### config.mk
export PLATFORM = sky130hd
export DESIGN_NAME = toaplan2_gcu_seq_flat
export DESIGN_NICKNAME = d
export VERILOG_FILES = /design/src/rtl/toaplan2_gcu_pkg.sv /design/src/rtl/toaplan2_gcu_seq_if.sv /design/src/rtl/toaplan2_gcu_fifo.sv /design/src/rtl/toaplan2_gcu_seq.sv /design/src/flat_wrapper.sv
export SDC_FILE = /design/constraint.sdc
export NUM_CORES = 1
export LEC_CHECK = 0
export ABC_CLOCK_PERIOD_IN_PS = 8000
export BUFFER_PORTS_ARGS = -buffer_cell sky130_fd_sc_hd__buf_2
export CELL_PAD_IN_SITES_DETAIL_PLACEMENT = 1
export CELL_PAD_IN_SITES_GLOBAL_PLACEMENT = 2
export CORE_UTILIZATION = 35
export CTS_BUF_LIST = sky130_fd_sc_hd__clkbuf_2
export CTS_CLUSTER_SIZE = 14
export DETAILED_ROUTE_END_ITERATION = 10
export PLACE_DENSITY = 0.67
export SYNTH_ARGS = -nofsm -noshare
export SYNTH_HDL_FRONTEND = slang
export SYNTH_SLANG_ARGS = --single-unit
### constraint.sdc
create_clock -name CLK96 -period 8 [get_ports CLK96]
set_input_delay 0.4 -clock CLK96 [delete_from_list [all_inputs] [get_ports CLK96]]
set_output_delay 0.4 -clock CLK96 [all_outputs]
set_load 0.1 [all_outputs]
### src/rtl/toaplan2_gcu_pkg.sv
// Shared definitions for the Toaplan2 GCU command sequencer:
// GP9001 operation codes, dispatcher state encoding and the
// CPU address-to-operation decode.
package toaplan2_gcu_pkg;

   localparam logic [2:0] OP_SET_PTR = 3'd0;
   localparam logic [2:0] OP_WR_RAM  = 3'd1;
   localparam logic [2:0] OP_RD_H    = 3'd2;
   localparam logic [2:0] OP_RD_L    = 3'd3;
   localparam logic [2:0] OP_SEL_REG = 3'd4;
   localparam logic [2:0] OP_WR_REG  = 3'd5;

   typedef enum logic [1:0] {
      IDLE = 2'd0,
      REQ  = 2'd1,
      REL  = 2'd2
   } state_t;

   typedef struct packed {
      logic       hit;
      logic [2:0] code;
   } op_dec_t;

   // addr is A[3:1]; hit=0 marks an unmapped address/direction pair
   function automatic op_dec_t decode_op(input logic rw, input logic [2:0] addr);
      op_dec_t d;
      d.hit  = 1'b1;
      d.code = OP_SET_PTR;
      if (!rw) begin
         case (addr)
            3'd0:       d.code = OP_SET_PTR;
            3'd2, 3'd3: d.code = OP_WR_RAM;
            3'd4:       d.code = OP_SEL_REG;
            3'd6:       d.code = OP_WR_REG;
            default:    d.hit  = 1'b0;
         endcase
      end else begin
         case (addr)
            3'd2:    d.code = OP_RD_H;
            3'd3:    d.code = OP_RD_L;
            default: d.hit  = 1'b0;
         endcase
      end
      return d;
   endfunction

endpackage

### src/rtl/toaplan2_gcu_seq_if.sv
// Request/acknowledge link between the sequencer (master) and the
// GP9001 command port (slave).
interface toaplan2_gcu_seq_if #(parameter int DW = 16);
   logic          op_valid;
   logic [2:0]    op_code;
   logic [DW-1:0] op_data;
   logic          gcu_ack;
   logic [DW-1:0] gcu_dout;

   modport master (output op_valid, op_code, op_data, input gcu_ack, gcu_dout);
   modport slave  (input op_valid, op_code, op_data, output gcu_ack, gcu_dout);
endinterface

### src/rtl/toaplan2_gcu_fifo.sv
// Posted-write FIFO: 2^AW entries of W bits, head visible on dout.
// Occupancy kept in an AW+1 bit count; pointers wrap modulo 2^AW.
module toaplan2_gcu_fifo #(
   parameter int W  = 19,
   parameter int AW = 2
) (
   input  logic         clk,
   input  logic         rst,
   input  logic         push,
   input  logic         pop,
   input  logic [W-1:0] din,
   output logic [W-1:0] dout,
   output logic         full,
   output logic         empty
);

   localparam int DEPTH = 1 << AW;
   localparam logic [AW:0] FULL_CNT = {1'b1, {AW{1'b0}}};

   logic [W-1:0]  mem [DEPTH];
   logic [AW-1:0] wr_ptr, rd_ptr;
   logic [AW:0]   count;
   logic          do_push, do_pop;

   assign full    = (count == FULL_CNT);
   assign empty   = (count == '0);
   assign do_pop  = pop & ~empty;
   // a pop in the same cycle frees the slot, so push into full is legal then
   assign do_push = push & (~full | do_pop);
   assign dout    = mem[rd_ptr];

   // Pointer and occupancy bookkeeping
   always_ff @(posedge clk or posedge rst) begin
      if (rst) begin
         wr_ptr <= '0;
         rd_ptr <= '0;
         count  <= '0;
      end else begin
         if (do_push) wr_ptr <= wr_ptr + 1'b1;
         if (do_pop)  rd_ptr <= rd_ptr + 1'b1;
         case ({do_push, do_pop})
            2'b10:   count <= count + 1'b1;
            2'b01:   count <= count - 1'b1;
            default: count <= count;
         endcase
      end
   end

   // Storage write
   always_ff @(posedge clk) begin
      if (do_push) mem[wr_ptr] <= din;
   end

endmodule

### src/rtl/toaplan2_gcu_seq.sv
// Toaplan2 GCU sequencer: turns 68k accesses in the GCU window into
// single GP9001 operations. Writes are posted through a small FIFO,
// reads wait for the FIFO to drain and for GCU data. Drives the busy
// term used by the DTACK generator.
// Optional build macro TOAPLAN2_GCU_TIMEOUT_EN adds a handshake
// watchdog with a sticky tmo_flag; without it tmo_flag is tied to 0.
module toaplan2_gcu_seq
   import toaplan2_gcu_pkg::*;
#(
   parameter int FIFO_AW = 2,
   parameter int DW      = 16,
   parameter int TMO_W   = 10
) (
   input  logic                CLK96,
   input  logic                RESET96,
   input  logic                cpu_cs,
   input  logic                cpu_rw,
   input  logic [2:0]          cpu_addr,
   input  logic [DW-1:0]       cpu_din,
   output logic                cpu_busy,
   output logic [DW-1:0]       cpu_dout,
   output logic                tmo_flag,
   toaplan2_gcu_seq_if.master  gcu
);

   localparam int FW = 3 + DW;

   op_dec_t       dec;
   state_t        state, state_nxt;
   logic          cs_d, done, start_wait, orphan;
   logic          wr_hold, read_pend, cur_is_read;
   logic [2:0]    hold_code, rd_code, op_code_q;
   logic [DW-1:0] hold_data, op_data_q;
   logic          new_req, start, outstanding;
   logic          push_req, push, pop, full, empty;
   logic          rd_cplt, done_set, tmo_hit;
   logic [FW-1:0] push_word, head;

   toaplan2_gcu_fifo #(.W(FW), .AW(FIFO_AW)) u_fifo (
      .clk   (CLK96),
      .rst   (RESET96),
      .push  (push),
      .pop   (pop),
      .din   (push_word),
      .dout  (head),
      .full  (full),
      .empty (empty)
   );

   // Request capture, FIFO handshake and completion terms
   always_comb begin
      dec         = decode_op(cpu_rw, cpu_addr);
      new_req     = cpu_cs & ~cs_d;
      outstanding = wr_hold | read_pend;
      // a new edge arriving while an aborted request is still in flight waits
      start       = cpu_cs & (new_req | start_wait) & ~outstanding;
      push_req    = wr_hold | (start & ~cpu_rw & dec.hit);
      push_word   = wr_hold ? {hold_code, hold_data} : {dec.code, cpu_din};
      pop         = (state == IDLE) & ~empty;
      push        = push_req & (~full | pop);
      rd_cplt     = cur_is_read & (state == REQ) & (gcu.gcu_ack | tmo_hit);
      // completions of aborted cycles must not signal the next bus cycle
      done_set    = (start & ~dec.hit) | (push & ~(wr_hold & orphan)) |
                    (rd_cplt & ~orphan);
   end

   assign cpu_busy = cpu_cs & ~done & ~RESET96;

   // CPU-side request tracking and read data return
   always_ff @(posedge CLK96 or posedge RESET96) begin
      if (RESET96) begin
         cs_d       <= 1'b0;
         done       <= 1'b0;
         start_wait <= 1'b0;
         orphan     <= 1'b0;
         wr_hold    <= 1'b0;
         hold_code  <= '0;
         hold_data  <= '0;
         read_pend  <= 1'b0;
         rd_code    <= '0;
         cpu_dout   <= '0;
      end else begin
         cs_d       <= cpu_cs;
         done       <= cpu_cs & (done | done_set);
         start_wait <= cpu_cs & ~start & (start_wait | new_req);
         if ((wr_hold & push) | rd_cplt)
            orphan <= 1'b0;
         else if (outstanding & ~cpu_cs)
            orphan <= 1'b1;
         wr_hold <= push_req & ~push;
         if (push_req & ~push & ~wr_hold) begin
            hold_code <= dec.code;
            hold_data <= cpu_din;
         end
         if (start & cpu_rw & dec.hit) begin
            read_pend <= 1'b1;
            rd_code   <= dec.code;
         end else if (rd_cplt) begin
            read_pend <= 1'b0;
         end
         if (start & cpu_rw & ~dec.hit)
            cpu_dout <= '0;
         else if (rd_cplt)
            cpu_dout <= gcu.gcu_ack ? gcu.gcu_dout : '1;
      end
   end

   // Dispatcher state register
   always_ff @(posedge CLK96 or posedge RESET96) begin
      if (RESET96) state <= IDLE;
      else         state <= state_nxt;
   end

   // Dispatcher next state: FIFO head wins over a pending read
   always_comb begin
      state_nxt = state;
      case (state)
         IDLE:    if (~empty | read_pend) state_nxt = REQ;
         REQ:     if (gcu.gcu_ack) state_nxt = REL;
                  else if (tmo_hit) state_nxt = IDLE;
         REL:     if (~gcu.gcu_ack | tmo_hit) state_nxt = IDLE;
         default: state_nxt = IDLE;
      endcase
   end

   // Operation latch on issue from IDLE
   always_ff @(posedge CLK96 or posedge RESET96) begin
      if (RESET96) begin
         op_code_q   <= '0;
         op_data_q   <= '0;
         cur_is_read <= 1'b0;
      end else if (state == IDLE) begin
         if (~empty) begin
            op_code_q   <= head[FW-1:DW];
            op_data_q   <= head[DW-1:0];
            cur_is_read <= 1'b0;
         end else if (read_pend) begin
            op_code_q   <= rd_code;
            op_data_q   <= '0;
            cur_is_read <= 1'b1;
         end
      end
   end

   // Dispatcher outputs: request is exactly the REQ state
   always_comb begin
      gcu.op_valid = (state == REQ);
      gcu.op_code  = op_code_q;
      gcu.op_data  = op_data_q;
   end

`ifdef TOAPLAN2_GCU_TIMEOUT_EN
   logic [TMO_W-1:0] tmo_cnt;

   assign tmo_hit = (state != IDLE) & (&tmo_cnt);

   // Handshake watchdog over REQ/REL with sticky timeout flag
   always_ff @(posedge CLK96 or posedge RESET96) begin
      if (RESET96) begin
         tmo_cnt  <= '0;
         tmo_flag <= 1'b0;
      end else begin
         tmo_cnt <= (state == IDLE) ? '0 : tmo_cnt + 1'b1;
         if (tmo_hit & ~((state == REQ) & gcu.gcu_ack))
            tmo_flag <= 1'b1;
      end
   end
`else
   assign tmo_hit  = 1'b0;
   assign tmo_flag = 1'b0;
`endif

endmodule

### src/flat_wrapper.sv
// flat-port wrapper written by rule: the top's interface ports become plain ports
module toaplan2_gcu_seq_flat import toaplan2_gcu_pkg::*;
#(
   parameter int FIFO_AW = 2,
   parameter int DW      = 16,
   parameter int TMO_W   = 10
)
  (CLK96, RESET96, cpu_cs, cpu_rw, cpu_addr, cpu_din, cpu_busy, cpu_dout, tmo_flag, gcu_op_valid, gcu_op_code, gcu_op_data, gcu_gcu_ack, gcu_gcu_dout);
  toaplan2_gcu_seq_if #(.DW(DW)) gcu_i ();
  input  logic CLK96;
  input  logic RESET96;
  input  logic cpu_cs;
  input  logic cpu_rw;
  input  logic [2:0] cpu_addr;
  input  logic [DW-1:0] cpu_din;
  output logic cpu_busy;
  output logic [DW-1:0] cpu_dout;
  output logic tmo_flag;
  output wire logic [$bits(gcu_i.op_valid)-1:0] gcu_op_valid;
  output wire logic [$bits(gcu_i.op_code)-1:0] gcu_op_code;
  output wire logic [$bits(gcu_i.op_data)-1:0] gcu_op_data;
  input wire logic [$bits(gcu_i.gcu_ack)-1:0] gcu_gcu_ack;
  input wire logic [$bits(gcu_i.gcu_dout)-1:0] gcu_gcu_dout;
  assign gcu_op_valid = gcu_i.op_valid;
  assign gcu_op_code = gcu_i.op_code;
  assign gcu_op_data = gcu_i.op_data;
  assign gcu_i.gcu_ack = gcu_gcu_ack;
  assign gcu_i.gcu_dout = gcu_gcu_dout;
  toaplan2_gcu_seq #(.FIFO_AW(FIFO_AW), .DW(DW), .TMO_W(TMO_W)) u_core (.CLK96(CLK96), .RESET96(RESET96), .cpu_cs(cpu_cs), .cpu_rw(cpu_rw), .cpu_addr(cpu_addr), .cpu_din(cpu_din), .cpu_busy(cpu_busy), .cpu_dout(cpu_dout), .tmo_flag(tmo_flag), .gcu(gcu_i));
endmodule
==> impl_metrics.py, run 1 <==
metrics = {
    "pwr": {
        "power.share.switching_pct": 46.4,
        "pwr-share-clk_pct": 17.7,
        "power.switching_w": 0.00134,
        "total_leakage_power_nw": 3.10,
        "power_frac_comb_pct": 44.9,
        "powerDensity_nw_per_um2": 388,
        "peakVddDrop_mv": 0.232,
        "p_int_w": 0.00155,
        "p_seq_share_pct": 37.5,
    },
    "yosys": {
        "syn_nets": 468,
        "synth_warnings": 0,
        "synthDistinctLibCells": 45,
        "avgSynthCellArea_um2": 14.5,
        "ys_seq_area_share_pct": 67.1,
        "syn_inst": 422,
        "synth_edf_count": 76,
        "ys_ff_latch": 149,
        "synth_area_um2": 6120,
        "synthFlopType": "edfxtp_1",
        "async_flop_share_pct": 49.0,
    },
    "routing": {
        "via_count": 3673,
        "drt-wirelength-per-cell_um": 16.7,
        "antenna_left": 0,
        "vias_per_cell": 4.76,
        "drc": 0,
        "dr.pass1.iters": 4,
        "drtIter0Drc": 149,
        "routed_wl_um": 12900,
    },
    "job": {
        "cap_viol_max_count": 0,
    },
    "sta": {
        "hold_viol_final": 0,
        "slew_headroom_pct": 26.0,
        "max_freq_mhz": 283,
        "finalSetupTns_ps": 0,
        "fin_skew_ps": 29.9,
        "fin_crit_sh_pct": 44.1,
        "maxSlewViolCount": 0,
        "setup_violations": 0,
        "min_period_ps": 3530,
        "tightest_slew_ps": 1110,
        "hold_slack_ps": 81.4,
        "rsz0062_at_grt": "no",
    },
    "setup_path": {
        "cp-start-kind": "register",
        "worstPathMaxFanout": 29,
        "slowest_delay_ps": 1070,
        "endpoint_kind": "register",
        "rr_startpoint": "u_core.wr_hold",
        "cp_cell_sequence": "nor2_2 > and3_1 > a21oi_2 > or2_2 > ha_1 > inv_1 > fa_1 > xor2_1 > nor2_1 > xor2_1",
        "critPathRequiredTime_ps": 8640,
        "cp.arrival_ps": 4170,
        "path_class": "register to register",
        "path_common_cell": "xor2_1",
        "critical_path.startpoint": "u_core.wr_hold",
        "slowest_stage": "dfrtp_1",
    },
    "cells_and_area": {
        "drive_above_1_share_pct": 32.9,
        "final_cells": 771,
        "multiInputGateArea_um2": 1910,
        "utilization_pct": 44.2,
        "syn_to_final_growth_pct": 21.3,
        "final_common_cell": "nand2_1",
        "regArea_um2": 4110,
        "fillers": 1812,
        "mostFrequentLayoutCells": "nand2_1 (80), buf_2 (76), edfxtp_1 (76)",
        "final_nets": 583,
        "finish.instance_area_um2": 7430,
    },
    "cts": {
        "numCtsBuffers": 17,
        "cts_resized": 0,
        "post_cts_buffers": 0,
        "cts_tree": "yes",
        "cts_sinks": 149,
        "clock_latency_ps": 720,
        "clkTransAtPathRegs_ps": 210,
        "cts-htree-levels": 4,
        "clockBufferDepth": 2,
        "cts-root-buf": "clkbuf_2",
    },
    "floorplan": {
        "ios": 78,
        "std_cell_rows": 47,
        "initial_core_util_pct": 36.4,
        "die_h_um": 134,
        "coreArea_um2": 16800,
        "fp.dieW_um": 134,
        "dieArea_um2": 18000,
    },
    "placed_design": {
        "place.gp.congestion": 0.756,
        "dp_hpwl_um": 8470,
        "placed_area_um2": 6740,
        "portBuffers": 76,
        "place_inst": 700,
    },
    "worst_hold_path": {
        "hold_path_class": "input port to register",
        "min_from": "cpu_addr[1]",
    },
    "global_route": {
        "grt_overflow_total": 0,
        "grt_max_degree": 74,
        "grt.total_usage_pct": 15.7,
        "grt_pass1_wl_um": 21000,
        "grt_pass1_vias": 3854,
        "grt_antenna_before_repair": 1,
    },
    "status": {
        "status": "finished, final reports clean",
    },
}
==> registers in the layout, indices dropped and copies added (netlist names), 2 cells and up <==
signal and cells:
u_core.cpu_dout 16, u_core.gcu.op_code 3, u_core.gcu.op_data 16, u_core.hold_code 3, u_core.hold_data 16, u_core.rd_code 3
u_core.state 2, u_core.u_fifo.count 3, u_core.u_fifo.mem 76, u_core.u_fifo.rd_ptr 2, u_core.u_fifo.wr_ptr 2
==> cell type report <==
cell class                      instances  share of cell area (%)
Timing Repair Buffer                  118                    10.6
Tap cell                              220                    3.70
Clock inverter                         15                    2.93
Multi-Input combinational cell        241                    25.7
Inverter                               10                   0.505
Antenna cell                            1                  0.0337
Sequential cell                       149                    55.3
Clock buffer                           17                    1.15
==> path summary, 6_finish.rpt <==
check | end | slack (ps) | cells after the start
worst max-delay path | u_core.u_fifo.count[2] | 4470 | 10
worst min register to register | u_core.rd_code[1] | 510 | 1
worst min-delay path | u_core.hold_code[0] | 80 | 3
max in group asynchronous | u_core.gcu.op_data[12] | 6880 | 4
worst max register to register | u_core.u_fifo.count[2] | 4470 | 10
min in group asynchronous | u_core.gcu.op_code[0] | 490 | 4
==> cells in the mapped netlist, types with 3 or more instances <==
library cell | n | area share, %
a21oi_1 | 20 | 1.6
buf_2 | 4 | 0.33
buf_4 | 3 | 0.37
clkbuf_1 | 12 | 0.74
dfrtp_1 | 73 | 30
edfxtp_1 | 76 | 37
ha_1 | 5 | 1.0
inv_1 | 10 | 0.61
mux2_2 | 30 | 5.5
mux2_4 | 7 | 1.7
mux2i_1 | 3 | 0.49
mux4_2 | 19 | 7.0
nand2_1 | 80 | 4.9
nand2b_1 | 3 | 0.31
nand3_1 | 3 | 0.25
nor2_1 | 9 | 0.55
nor2b_1 | 3 | 0.31
nor3b_1 | 4 | 0.49
o21ai_0 | 21 | 1.7
xor2_1 | 3 | 0.43
==> power by group through the flow <==
stage                     logic, W  registers [W]  clock network [W]
after global routing       0.00139        0.00111           0.000559
after floorplan           0.000510        0.00163                  0
final                      0.00130        0.00108           0.000509
after CTS                  0.00131        0.00108           0.000526
after global placement     0.00128        0.00109                  0
after detailed placement   0.00130        0.00110                  0
==> cells by family (layout without fill, tap and decap cells) <==
logic type	after synthesis	after routing	synth area share, %
AOI/OAI and AO/OA	53	53	4.92
xor gates and xnor gates	5	5	0.715
adders and majority gates	6	6	1.35
buffers and inverters	32	160	2.49
DFF	149	149	67.1
muxes	59	59	14.7
other	1	2	0.0612
and+or+nand+nor	117	117	8.64
==> routing by layer <==
metal	vias up	share of wire [%]	GRT usage [%]
li1	1746	-	-
met1	1839	51	22.6
met4	0	1.3	5.62
met5	-	0	0
met3	14	3.6	3.97
met2	74	44	22.8
==> repair_timing <==
action,4_1_cts,5_1_grt
hold buffers,38,0
setup endpoints to repair,0,0
endpoints found under the hold margin,158,0
==> critical path: cells and delay by family, from the launching register on <==
kind            cells  cell delay [ps]
fa+ha+maj           2              610
compound gates      1              600
simple gates        4              800
xor+xnor            2              300
buf+inv             1               70
flops               1             1070
==> through the flow <==
step / setup WS, ps / power [W]
CTS: 4400 / 0.00292
floorplan: 5100 / 0.00214
finish: 4470 / 0.00289
detailed placement: 4440 / 0.00240
global placement: 4590 / 0.00237
global route: 4200 / 0.00305
Note: power is estimated with default switching activity, not from simulation.
==> inputs of run 2 (changes only) <==
--- a/config.mk
+++ b/config.mk
@@ -5,7 +5,7 @@
 export SDC_FILE = /design/constraint.sdc
 export NUM_CORES = 1
 export LEC_CHECK = 0
-export ABC_CLOCK_PERIOD_IN_PS = 8000
+export ABC_CLOCK_PERIOD_IN_PS = 3100
 export BUFFER_PORTS_ARGS = -buffer_cell sky130_fd_sc_hd__buf_2
 export CELL_PAD_IN_SITES_DETAIL_PLACEMENT = 1
 export CELL_PAD_IN_SITES_GLOBAL_PLACEMENT = 2
@@ -13,7 +13,7 @@
 export CTS_BUF_LIST = sky130_fd_sc_hd__clkbuf_2
 export CTS_CLUSTER_SIZE = 14
 export DETAILED_ROUTE_END_ITERATION = 10
-export PLACE_DENSITY = 0.67
+export PLACE_DENSITY = 0.69
 export SYNTH_ARGS = -nofsm -noshare
 export SYNTH_HDL_FRONTEND = slang
 export SYNTH_SLANG_ARGS = --single-unit
==> constraint.sdc (replaced) <==
create_clock -name CLK96 -period 3.1 [get_ports CLK96]
set_input_delay 0.155 -clock CLK96 [delete_from_list [all_inputs] [get_ports CLK96]]
set_output_delay 0.155 -clock CLK96 [all_outputs]
set_load 0.1 [all_outputs]
==> run 2 against run 1 <==
  * Clock skew increased by 16 ps
  * Cell count increased by 1.3%
  * Global-route usage increased by 0.30 points
  * Critical path depth unchanged
  * Flip-flop and latch count unchanged
  * Non-clock buffer count increased by 10
  * Power increased to 2.5 times the previous value
  * First-iteration DRC count increased by 6.0%
  * Clock power increased by 130%
  * Setup slack got worse by 4100 ps
  * Design area increased by 0.15%
==> impl_metrics.py, run 2 (synthesis gave the netlist of run 1 again) <==
metrics = {
    "pwr": {
        "peakVddDrop_mv": 0.465,
        "powerDensity_nw_per_um2": 984,
        "total_leakage_power_nw": 3.13,
    },
    "routing": {
        "dr.pass1.iters": 5,
        "drc": 0,
        "drtIter0Drc": 158,
        "routed_wl_um": 13200,
        "drt-wirelength-per-cell_um": 16.9,
        "vias_per_cell": 4.79,
        "antenna_left": 0,
        "via_count": 3738,
    },
    "global_route": {
        "grt.total_usage_pct": 16.0,
        "grt_antenna_before_repair": 1,
        "grt_pass1_vias": 3966,
        "grt_pass1_wl_um": 21500,
        "grt_overflow_total": 0,
        "grt_max_degree": 74,
    },
    "setup_path": {
        "rr_endpoint": "u_core.u_fifo.count[2]",
        "endpoint_kind": "register",
        "critPathBufInv": 1,
        "cp-start-kind": "register",
        "cp_cell_sequence": "nor2_2 > and3_1 > a21oi_2 > or2_2 > ha_1 > inv_1 > fa_1 > xor2_1 > nor2_1 > xor2_1",
        "slowest_delay_ps": 510,
        "path_class": "register to register",
        "path_common_cell": "xor2_1",
        "cp.arrival_ps": 3320,
        "slowest_stage": "dfrtp_1",
        "worstPathMaxFanout": 9,
        "rrSetupSlack_ps": 410,
        "r2r_cells": 10,
        "path_delay_family": "simple AND/OR/NAND/NOR gates",
        "rr_startpoint": "u_core.read_pend",
        "critPathRequiredTime_ps": 3730,
    },
    "worst_hold_path": {
        "hold-path-endpoint": "u_core.cs_d",
        "hold_path_class": "input port to register",
        "min_from": "cpu_cs",
        "min_path_cells": 2,
    },
    "cts": {
        "ctsHoldBuffers": 42,
        "cts-htree-levels": 4,
        "cts_sinks": 149,
        "clockBufferDepth": 2,
        "numCtsBuffers": 17,
        "post_cts_buffers": 0,
        "clkTransAtPathRegs_ps": 200,
        "cts-root-buf": "clkbuf_2",
        "cts_tree": "yes",
        "clock_latency_ps": 700,
        "cts_resized": 0,
    },
    "floorplan": {
        "ios": 78,
        "die_h_um": 134,
        "std_cell_rows": 47,
        "dieArea_um2": 18000,
        "coreArea_um2": 16800,
        "initial_core_util_pct": 36.4,
        "fp.dieW_um": 134,
    },
    "sta": {
        "finalSetupTns_ps": 0,
        "tightest_slew_ps": 966,
        "hold_viol_final": 0,
        "setup_violations": 0,
        "fin_crit_sh_pct": 86.9,
        "maxSlewViolCount": 0,
        "min_period_ps": 2690,
        "rsz0062_at_grt": "no",
        "fin_skew_ps": 46.2,
        "slew_headroom_pct": 35.6,
        "hold_slack_ps": 203,
        "max_freq_mhz": 371,
    },
    "cells_and_area": {
        "syn_to_final_growth_pct": 21.5,
        "final_common_cell": "nand2_1",
        "fillers": 1773,
        "final_cells": 781,
        "finish.instance_area_um2": 7440,
        "top_register": "u_core.u_fifo.mem",
        "largest_register_ffs": 76,
        "mostFrequentLayoutCells": "nand2_1 (80), buf_2 (76), edfxtp_1 (76)",
        "drive_above_1_share_pct": 33.2,
        "final_nets": 593,
        "utilization_pct": 44.2,
    },
    "status": {
        "status": "finished, final reports clean",
    },
    "placed_design": {
        "portBuffers": 76,
        "placed_area_um2": 6760,
        "place_inst": 706,
        "dp_hpwl_um": 8720,
        "place.gp.congestion": 0.702,
    },
    "job": {
        "cap_viol_max_count": 0,
    },
}
-- run 2: cell count changes in the layout (fill, tap and decap cells not counted), sizes merged --
cell         delta
buf             +6
bufinv          -1
clkbuf          +3
clkinv          +3
clkinvlp        -1
dlygate4sd3     +4
inv             -4
-- run 2: layer usage --
layer  share of wire [%]  GRT usage, %
met1                  48          22.2
met2                  46          24.5
met3                 4.2          3.63
met4                 1.1          5.81
met5                   0             0
-- run 2: worst max path at each step --
stage,from,end,slack (ps),cells past startpoint
final,u_core.read_pend,u_core.u_fifo.count[2],410,10
after global routing,u_core.read_pend,u_core.u_fifo.count[2],160,10
after CTS,u_core.read_pend,u_core.u_fifo.count[2],370,10
after detailed placement,u_core.read_pend,u_core.u_fifo.count[2],420,10
after global placement,u_core.read_pend,u_core.u_fifo.count[2],560,10
after floorplan,u_core.state[0],u_core.cpu_dout[10],200,5
-- run 2: cell type report --
cell class | count | area, um^2 | share of cell area [%]
sequential | 149 | 4110 | 55.2
tap | 220 | 275 | 3.70
clock buffer | 20 | 100 | 1.35
clock inverter | 12 | 154 | 2.07
timing repair buffer | 128 | 876 | 11.8
antenna | 1 | 2.50 | 0.0336
inverter | 10 | 37.5 | 0.504
multi-input combinational | 241 | 1890 | 25.4
-- run 2: through the flow --
stage / worst slack (ps) / total power (W)
2_1_floorplan: 203 / 0.00551
4_1_cts: 370 / 0.00742
3_3_place_gp: 559 / 0.00613
3_5_place_dp: 418 / 0.00621
6_report: 408 / 0.00732
5_1_grt: 163 / 0.00775
-- run 2: power breakdown --
part	switching (W)	internal (W)
sequential	0.000307	0.00253
clock	0.000690	0.000461
combinational	0.00241	0.000923
